File: src/rtl/mem_port_arbiter_pkg.sv
// Shared types for the lc3b memory-port arbiter: word/mask types, FSM states
// and the byte-mask selection used when a data request owns the port.
package mem_port_arbiter_pkg;

  typedef logic [15:0] lc3b_word;
  typedef logic [1:0]  lc3b_mem_wmask;

  typedef enum logic [1:0] {
    IDLE    = 2'd0,
    SERVE_I = 2'd1,
    SERVE_D = 2'd2
  } arb_state_t;

  // Reads always fetch the full word; only writes honour the requester's mask.
  function automatic lc3b_mem_wmask wmask_for(input logic write, input lc3b_mem_wmask be);
    return write ? be : 2'b11;
  endfunction

endpackage

File: src/rtl/mem_port_arbiter_if.sv
// Bundle of fetch, data and physical-memory signals around the arbiter.
// Handshake: a requester holds read/write until its resp pulse; mem_resp is a one-cycle completion.
interface mem_port_arbiter_if;
  import mem_port_arbiter_pkg::*;

  logic          i_read;
  lc3b_word      i_address;
  lc3b_word      i_rdata;
  logic          i_resp;

  logic          d_read;
  logic          d_write;
  lc3b_mem_wmask d_byte_enable;
  lc3b_word      d_address;
  lc3b_word      d_wdata;
  lc3b_word      d_rdata;
  logic          d_resp;

  logic          mem_read;
  logic          mem_write;
  lc3b_mem_wmask mem_byte_enable;
  lc3b_word      mem_address;
  lc3b_word      mem_wdata;
  lc3b_word      mem_rdata;
  logic          mem_resp;

  modport slave (
    input  i_read, i_address, d_read, d_write, d_byte_enable, d_address, d_wdata,
           mem_rdata, mem_resp,
    output i_rdata, i_resp, d_rdata, d_resp,
           mem_read, mem_write, mem_byte_enable, mem_address, mem_wdata
  );

  modport master (
    output i_read, i_address, d_read, d_write, d_byte_enable, d_address, d_wdata,
           mem_rdata, mem_resp,
    input  i_rdata, i_resp, d_rdata, d_resp,
           mem_read, mem_write, mem_byte_enable, mem_address, mem_wdata
  );
endinterface

File: src/rtl/mem_port_arbiter.sv
// Shares one memory port between instruction fetch and data access.
// Data wins ties; a starvation counter forces a fetch grant after STARVE_LIMIT data grants.
module mem_port_arbiter
  import mem_port_arbiter_pkg::*;
#(
  parameter int STARVE_LIMIT = 4,
  parameter int CNT_W        = 4
) (
  input  logic                 clk,
  input  logic                 rst_n,
  mem_port_arbiter_if.slave    bus,
  output arb_state_t           state_o,
  output logic [CNT_W-1:0]     starve_cnt_o
);

  arb_state_t       state_q, state_d;
  logic [CNT_W-1:0] starve_cnt_q, starve_cnt_d;
  logic             d_req;
  logic             starved;
  logic [CNT_W-1:0] cnt_inc;

  assign d_req   = bus.d_read | bus.d_write;
  assign starved = bus.i_read && (starve_cnt_q >= CNT_W'(STARVE_LIMIT));
  assign cnt_inc = (starve_cnt_q == '1) ? starve_cnt_q : starve_cnt_q + CNT_W'(1);

  // Requests are only sampled in IDLE; the counter is updated at data-grant time.
  always_comb begin
    state_d      = state_q;
    starve_cnt_d = starve_cnt_q;
    case (state_q)
      IDLE: begin
        if (d_req && !starved) begin
          state_d      = SERVE_D;
          starve_cnt_d = bus.i_read ? cnt_inc : '0;
        end else if (bus.i_read) begin
          state_d = SERVE_I;
        end
      end
      SERVE_I: begin
        if (bus.mem_resp) begin
          state_d      = IDLE;
          starve_cnt_d = '0;
        end
      end
      SERVE_D: begin
        if (bus.mem_resp) state_d = IDLE;
      end
      default: state_d = IDLE;
    endcase
  end

  always_ff @(posedge clk or negedge rst_n) begin
    if (!rst_n) begin
      state_q      <= IDLE;
      starve_cnt_q <= '0;
    end else begin
      state_q      <= state_d;
      starve_cnt_q <= starve_cnt_d;
    end
  end

  // Port mux decodes straight from the state flop, so reset silences it immediately.
  always_comb begin
    bus.mem_read        = 1'b0;
    bus.mem_write       = 1'b0;
    bus.mem_byte_enable = 2'b00;
    bus.mem_address     = '0;
    bus.mem_wdata       = '0;
    bus.i_resp          = 1'b0;
    bus.d_resp          = 1'b0;
    bus.i_rdata         = bus.mem_rdata;
    bus.d_rdata         = bus.mem_rdata;
    case (state_q)
      SERVE_I: begin
        bus.mem_read        = 1'b1;
        bus.mem_address     = bus.i_address;
        bus.mem_byte_enable = 2'b11;
        bus.i_resp          = bus.mem_resp;
      end
      SERVE_D: begin
        bus.mem_read        = bus.d_read & ~bus.d_write;
        bus.mem_write       = bus.d_write;
        bus.mem_address     = bus.d_address;
        bus.mem_wdata       = bus.d_wdata;
        bus.mem_byte_enable = wmask_for(bus.d_write, bus.d_byte_enable);
        bus.d_resp          = bus.mem_resp;
      end
      default: ;
    endcase
  end

  assign state_o      = state_q;
  assign starve_cnt_o = starve_cnt_q;

  // A simultaneous read+write is served as a write but flagged in simulation.
  a_no_rd_wr: assert property (@(posedge clk) disable iff (!rst_n) !(bus.d_read && bus.d_write))
    else $error("d_read and d_write asserted together");
  a_one_resp: assert property (@(posedge clk) disable iff (!rst_n) !(bus.i_resp && bus.d_resp))
    else $error("i_resp and d_resp asserted together");

endmodule

File: src/flat_wrapper.sv
// flat-port wrapper written by rule: the top's interface ports become plain ports
module mem_port_arbiter_flat import mem_port_arbiter_pkg::*;
#(
  parameter int STARVE_LIMIT = 4,
  parameter int CNT_W        = 4
)
  (clk, rst_n, state_o, starve_cnt_o, bus_i_read, bus_i_address, bus_d_read, bus_d_write, bus_d_byte_enable, bus_d_address, bus_d_wdata, bus_mem_rdata, bus_mem_resp, bus_i_rdata, bus_i_resp, bus_d_rdata, bus_d_resp, bus_mem_read, bus_mem_write, bus_mem_byte_enable, bus_mem_address, bus_mem_wdata);
  mem_port_arbiter_if bus_i ();
  input  logic clk;
  input  logic rst_n;
  output arb_state_t state_o;
  output logic [CNT_W-1:0] starve_cnt_o;
  input wire logic [$bits(bus_i.i_read)-1:0] bus_i_read;
  input wire logic [$bits(bus_i.i_address)-1:0] bus_i_address;
  input wire logic [$bits(bus_i.d_read)-1:0] bus_d_read;
  input wire logic [$bits(bus_i.d_write)-1:0] bus_d_write;
  input wire logic [$bits(bus_i.d_byte_enable)-1:0] bus_d_byte_enable;
  input wire logic [$bits(bus_i.d_address)-1:0] bus_d_address;
  input wire logic [$bits(bus_i.d_wdata)-1:0] bus_d_wdata;
  input wire logic [$bits(bus_i.mem_rdata)-1:0] bus_mem_rdata;
  input wire logic [$bits(bus_i.mem_resp)-1:0] bus_mem_resp;
  output wire logic [$bits(bus_i.i_rdata)-1:0] bus_i_rdata;
  output wire logic [$bits(bus_i.i_resp)-1:0] bus_i_resp;
  output wire logic [$bits(bus_i.d_rdata)-1:0] bus_d_rdata;
  output wire logic [$bits(bus_i.d_resp)-1:0] bus_d_resp;
  output wire logic [$bits(bus_i.mem_read)-1:0] bus_mem_read;
  output wire logic [$bits(bus_i.mem_write)-1:0] bus_mem_write;
  output wire logic [$bits(bus_i.mem_byte_enable)-1:0] bus_mem_byte_enable;
  output wire logic [$bits(bus_i.mem_address)-1:0] bus_mem_address;
  output wire logic [$bits(bus_i.mem_wdata)-1:0] bus_mem_wdata;
  assign bus_i.i_read = bus_i_read;
  assign bus_i.i_address = bus_i_address;
  assign bus_i.d_read = bus_d_read;
  assign bus_i.d_write = bus_d_write;
  assign bus_i.d_byte_enable = bus_d_byte_enable;
  assign bus_i.d_address = bus_d_address;
  assign bus_i.d_wdata = bus_d_wdata;
  assign bus_i.mem_rdata = bus_mem_rdata;
  assign bus_i.mem_resp = bus_mem_resp;
  assign bus_i_rdata = bus_i.i_rdata;
  assign bus_i_resp = bus_i.i_resp;
  assign bus_d_rdata = bus_i.d_rdata;
  assign bus_d_resp = bus_i.d_resp;
  assign bus_mem_read = bus_i.mem_read;
  assign bus_mem_write = bus_i.mem_write;
  assign bus_mem_byte_enable = bus_i.mem_byte_enable;
  assign bus_mem_address = bus_i.mem_address;
  assign bus_mem_wdata = bus_i.mem_wdata;
  mem_port_arbiter #(.STARVE_LIMIT(STARVE_LIMIT), .CNT_W(CNT_W)) u_core (.clk(clk), .rst_n(rst_n), .bus(bus_i), .state_o(state_o), .starve_cnt_o(starve_cnt_o));
endmodule
File: config.mk
export PLATFORM = sky130hd
export DESIGN_NAME = mem_port_arbiter_flat
export DESIGN_NICKNAME = d
export VERILOG_FILES = /design/src/rtl/mem_port_arbiter_pkg.sv /design/src/rtl/mem_port_arbiter_if.sv /design/src/rtl/mem_port_arbiter.sv /design/src/flat_wrapper.sv
export SDC_FILE = /design/constraint.sdc
export NUM_CORES = 1
export LEC_CHECK = 0
export ABC_CLOCK_PERIOD_IN_PS = 2100
export CORE_MARGIN = 2
export CORE_UTILIZATION = 25
export CTS_CLUSTER_DIAMETER = 50
export CTS_CLUSTER_SIZE = 16
export DETAILED_ROUTE_END_ITERATION = 7
export PLACE_DENSITY = 0.79
export SLEW_MARGIN = 0
export SYNTH_ARGS = -nofsm -noshare
export SYNTH_HDL_FRONTEND = slang
export SYNTH_SLANG_ARGS = --single-unit
export TNS_END_PERCENT = 100
File: constraint.sdc
create_clock -name clk -period 2.1 [get_ports clk]
set_clock_uncertainty 0.2 [all_clocks]
set_input_delay 0.42 -clock clk [delete_from_list [all_inputs] [get_ports clk]]
set_output_delay 0.42 -clock clk [all_outputs]
set_load 0.02 [all_outputs]
# Word-level counts from Yosys, hierarchy flattened
# Cells that the tools add are included.
dict set report word_totals {
  regBits 6
  input_bits 72
  out_inout_bits 76
  elab_cells 40
}
dict set report op_classes {
  addsub 1
  n_lt_le_gt_ge 1
  n_eq_ne 8
  muxes 17
  bitwise_logic 3
  n_reduce_logical 8
}
# cell count
set ops {}
lappend ops {{$pmux W16 S2} 1}
lappend ops {{$mux W16} 1}
lappend ops {{$mux W4} 4}
lappend ops {{$mux W2} 4}
lappend ops {{$pmux W2 S2} 2}
lappend ops {{$pmux W4 S2} 1}
lappend ops {{$add A4 B1 Y4 const B} 1}
lappend ops {{$eq A4 B4 Y1 const B} 1}
lappend ops {{$ge A4 B3 Y1 const B} 1}
lappend ops {{$ne A2 B1 Y1 const B} 2}
lappend ops {{$reduce_and A4 Y1} 1}
lappend ops {{$mux W1} 3}
lappend ops {{$ne A3 B2 Y1 const B} 1}
lappend ops {{$ne A3 B3 Y1 const B} 1}
lappend ops {{$eq A2 B1 Y1 const B} 1}
lappend ops {{$eq A2 B2 Y1 const B} 1}
lappend ops {{$logic_and A1 B1 Y1} 2}
lappend ops {{$logic_not A2 Y1} 1}
lappend ops {{$ne A2 B2 Y1 const B} 1}
lappend ops {{$pmux W1 S2} 1}
lappend ops {{$reduce_and A2 Y1} 1}
lappend ops {{$reduce_bool A2 Y1} 1}
lappend ops {{$reduce_or A2 Y1} 1}
lappend ops {{$and A1 B1 Y1} 1}
lappend ops {{other kinds (3)} 3}

# Longest topological paths before layout
dict set report logic_depth {
  ltp_word 6
  mapped_depth 7
  ltp_nobuf 6
}

# Worst setup path before layout
# Ideal clock, no wire load.
dict set report synth_timing {
  path_kind {register to output}
  start {register u_core.state_q[0] (netlist: u_core.state_o[0])}
  end {output port bus_mem_address[0]}
  t_arrival_ns 1.687
  required_time_ns 1.480
  slack_ns -0.207
  stages_incl_launch_ff 6
  n_path_buf 2
  cell_sequence {dfrtp_1 > inv_1 > ha_1 > clkbuf_1 > clkbuf_1 > nor2b_1}
}
dict set report synth_via {
  elab_chain_cells 2
  elab_cells_between_ends 3
  classes_between {eq/ne (2); mux (1)}
}
# item line_no
set synth_rtl {}
lappend synth_rtl {{start, declared} mem_port_arbiter.sv:16} ;# arb_state_t state_q, state_d;
lappend synth_rtl {{start signal, assigned} mem_port_arbiter.sv:57} ;# state_q <= state_d;
lappend synth_rtl {{$eq A2 B2 Y1 / $eq A2 B1 Y1 (equally long branches)} mem_port_arbiter.sv:73} ;# case (state_q)
lappend synth_rtl {{$pmux W16 S2 *} mem_port_arbiter.sv:73}
lappend synth_rtl {{end, declared} flat_wrapper.sv:29} ;# output wire logic [$bits(bus_i.mem_address)-1:0] bus_mem_address;
# Every way passes the cells marked *; elsewhere a longest branch is shown, timed or not.

# Final worst setup path
dict set report layout_timing {
  start {register u_core.state_q[1] (netlist: u_core.state_o[1])}
  end {output port bus_mem_address[6]}
}
# Same word-level chain as after synthesis.

==> results.txt <==
The count of buffers inserted at the top-level ports is 99. The biggest cell delay along the critical path was 0.44 ns. The final-layout setup total negative slack was 0 ns. Dividing the detail-routed wire length by the instance count gives 13.8 um. The largest delay contributor family on the critical path was flip-flops. The slowest stage of the critical path is the dfrtp_2 cell.

For the initial antenna violation count, the log shows 0. The startpoint of the worst setup timing path is u_core.state_o[1]. The flip-flop and latch count after synthesis came out at 6.

The count of placed standard cells including taps was 268; the cell area after placement was 2090 um^2. In this run the count of I/O pins placed on the die edge is 148. The filler cell count in the final layout was 418; the die boundary width was 70.5 um. The fraction of registers with async set or reset after synthesis works out to 100%.

The worst register-to-register path ends at u_core.starve_cnt_o[3]. For the number of global-route vias before repair, the log shows 1238. Setup repair after global routing could not meet its margin everywhere. After floorplanning, the core was divided into 24 placement rows. The number of DRC violations after detailed-routing iteration 0 is 16, and the timing-limited maximum frequency is 478 MHz. The synthesized net count is 222, and the pin count of the biggest net entering global routing is 21. Dividing the final minimum period by the clock period gives 99.6%. For the worst setup path, the data required time is 1.48 ns. For the pin with the worst max-slew slack, the measured transition is 0.275 ns.

The number of buffers and inverters on the critical path is 3, and the antenna diode instance count is 0. After legalization and detailed placement, the total HPWL measured 2.88 mm. The hold-fix buffer count after cts was 0.

Cell accounting for the most synthesized area: buf_4. The final routed DRC violation total was 0; the detailed-router iteration count before antenna repair was 4. The run gives 13.6% as the fraction of the yosys area taken by sequential cells. The run gives 1240 as the total via count in the routed design. The count of nets left with antenna violations once routing finished came out at 0. The vertical extent of the die was 70.5 um. Yosys instantiated no cell more often than buf_4. The worst setup path is of the reg2out kind. The later-pin clock latency in the skew report is 0.23 ns, and the aggregate global-route resource usage is 14.5%. The longest clock path from root to sink contains 2 buffers. The logs give 0 for the final count of hold timing violations and 0.000965 uW for the leakage component of the power. For this design, the sink count on the clock tree is 6. The number of standard cells in the final layout excluding fillers is 279. Walking the worst path, the cells encountered are inv_4, ha_4, clkbuf_16, nor2b_1, buf_4. The per-instance average area after synthesis works out to 7.68 um^2.

The effective utilization at floorplan is 25.8%. Primary flip-flop cell chosen by synthesis mapping: dfrtp_1. During synthesis, Yosys emitted a total of 0 warnings. After floorplanning, the core was sized to cover 4290 um^2. At the worst endpoint, the arrival time is 1.47 ns. The ratio of total power to cell area was 1430 nW/um^2; the layout cell share with drive strength beyond 1 was 44.1%.

By area the synthesized netlist is led by buf_4, dfrtp_1, and2_1, a22oi_1, nor2b_1. The run gives 81.6% as the worst slew margin relative to its limit. Routability-driven placement finished with a final weighted congestion of 0.744.

Setup violations remaining at the end of the flow were counted as 0. Counting flops with a built-in enable in the synthesized netlist gives 0. TritonCTS built the clock tree.

Summed over all layers, the global routing overflow is 0. The cell area that synthesis handed to floorplanning was 1110 um^2. Relative to the synthesized area, the layout overhead comes to 104%. The max-cap violation count came out at 0. The min-delay analysis places its worst path in the category in2async. Capturing element type of the critical path: an output port. After synthesis, the largest area contributor takes up 21.7% of total cell area.

The total count of max-transition violations in the final report is 0, and the peak supply drop is 0.000923 V. Measured in cells, the most critical reg-to-reg path has a length of 8. In this run the worst path has a maximum fanout of 10. The reg2reg setup slack is 0.10 ns, and the clock slew seen by the registers of the worst setup and hold paths is 0.04 ns. The final critical delay including setup and external delays is 2.09 ns, and the clock buffer count from CTS is 3.

The total die area is 4970 um^2. The synthesized netlist contains 30 unique library cells. The flow ran to the end, and the final reports show no timing, DRC or antenna violations.

The first global-routing pass estimated 5.94 mm of wire. The maximum level of the CTS H-tree is 1, and the final instance area is 2260 um^2. Across all hold checks on the routed design, the worst slack comes to 0.235 ns. Counting instances in the post-synthesis netlist gives the leading cell types as buf_4, and2_1, nor2b_1. Counting every instance in the synthesized netlist gives 144. STA classifies the critical path startpoint as a register. In this run the critical register-to-register path is launched from u_core.state_o[1]. The post-layout net count is 306. The per-cell via count in the routed design was 4.44. The tree is rooted in a clkbuf_8. The routed design has 3.86 mm of wire.
worst max path at each step:
| stage | to | slack (ns) | cells after the start |
|---|---|---|---|
| floorplan | bus_mem_read | 0.01 | 5 |
| global placement | bus_mem_byte_enable[1] | -0.50 | 5 |
| detailed placement | bus_mem_byte_enable[1] | -0.54 | 5 |
| CTS | bus_i_resp | -0.02 | 5 |
| global route | bus_mem_address[11] | -0.06 | 6 |
| finish | bus_mem_address[6] | 0.009 | 5 |
power breakdown:
part           switching, uW  internal, uW  total, uW
registers               63.0           160        222
clock network           53.0           131        184
logic                   1300          1520       2820
per-stage QoR:
step	total power (uW)	util, %	worst slack (ns)
after floorplan	1680	-	0.0104
after global placement	2670	48.7	-0.497
after detailed placement	2700	48.7	-0.538
after CTS	2980	50.8	-0.0193
after global routing	3430	52.6	-0.0552
final	3230	52.6	0.00930
cell type report:
| class | count | area, um^2 | share of cell area [%] |
|---|---|---|---|
| repair buffers | 118 | 1110 | 49.0 |
| multi-input cells | 97 | 877 | 38.8 |
| flip-flops and latches | 6 | 153 | 6.76 |
| well taps | 52 | 65.1 | 2.88 |
| clock buffers | 4 | 45.0 | 1.99 |
| inverters | 2 | 12.5 | 0.554 |
per-layer routing:
metal	share of wire, %	global-route usage (%)	up-vias
li1	-	-	626
met1	42	17.9	560
met2	49	24.8	49
met3	7.4	3.03	5
met4	0.96	4.91	0
met5	0	0	-
state kept, by name (all words and copies together) (netlist names):
signal               count
u_core.starve_cnt_o      4
u_core.state_o           2
cell families (layout without fill, tap and decap cells):
| family | after synthesis | in the layout | share of synthesized area, % |
|---|---|---|---|
| DFF | 6 | 6 | 13.6 |
| AOI/OAI and AO/OA | 34 | 34 | 22.2 |
| buffers and inverters | 41 | 124 | 25.1 |
| and+or+nand+nor | 56 | 56 | 31.3 |
| muxes | 1 | 1 | 1.02 |
| adders and majority gates | 6 | 6 | 6.79 |
placed cells by master (no fill, tap or decap), drive strengths merged, types with 4 or more instances in the layout:
cell           Yosys  routed
a21oi              5       5
nor2b             19      19
nand2b             4       4
o21ai              6       6
a22oi             16      16
clkdlybuf4s50      0      59
dfrtp              6       6
buf               35      47
clkbuf             4      12
ha                 6       6
and2              20      20
timing repair:
item | CTS | global route
gates resized for setup | 166 | 34
pin swaps | 8 | 3
endpoints found under the setup margin | 38 | 30
cloned | 1 | 1
buffers inserted | 3 | 2
Power figures use the tool's default switching activity.
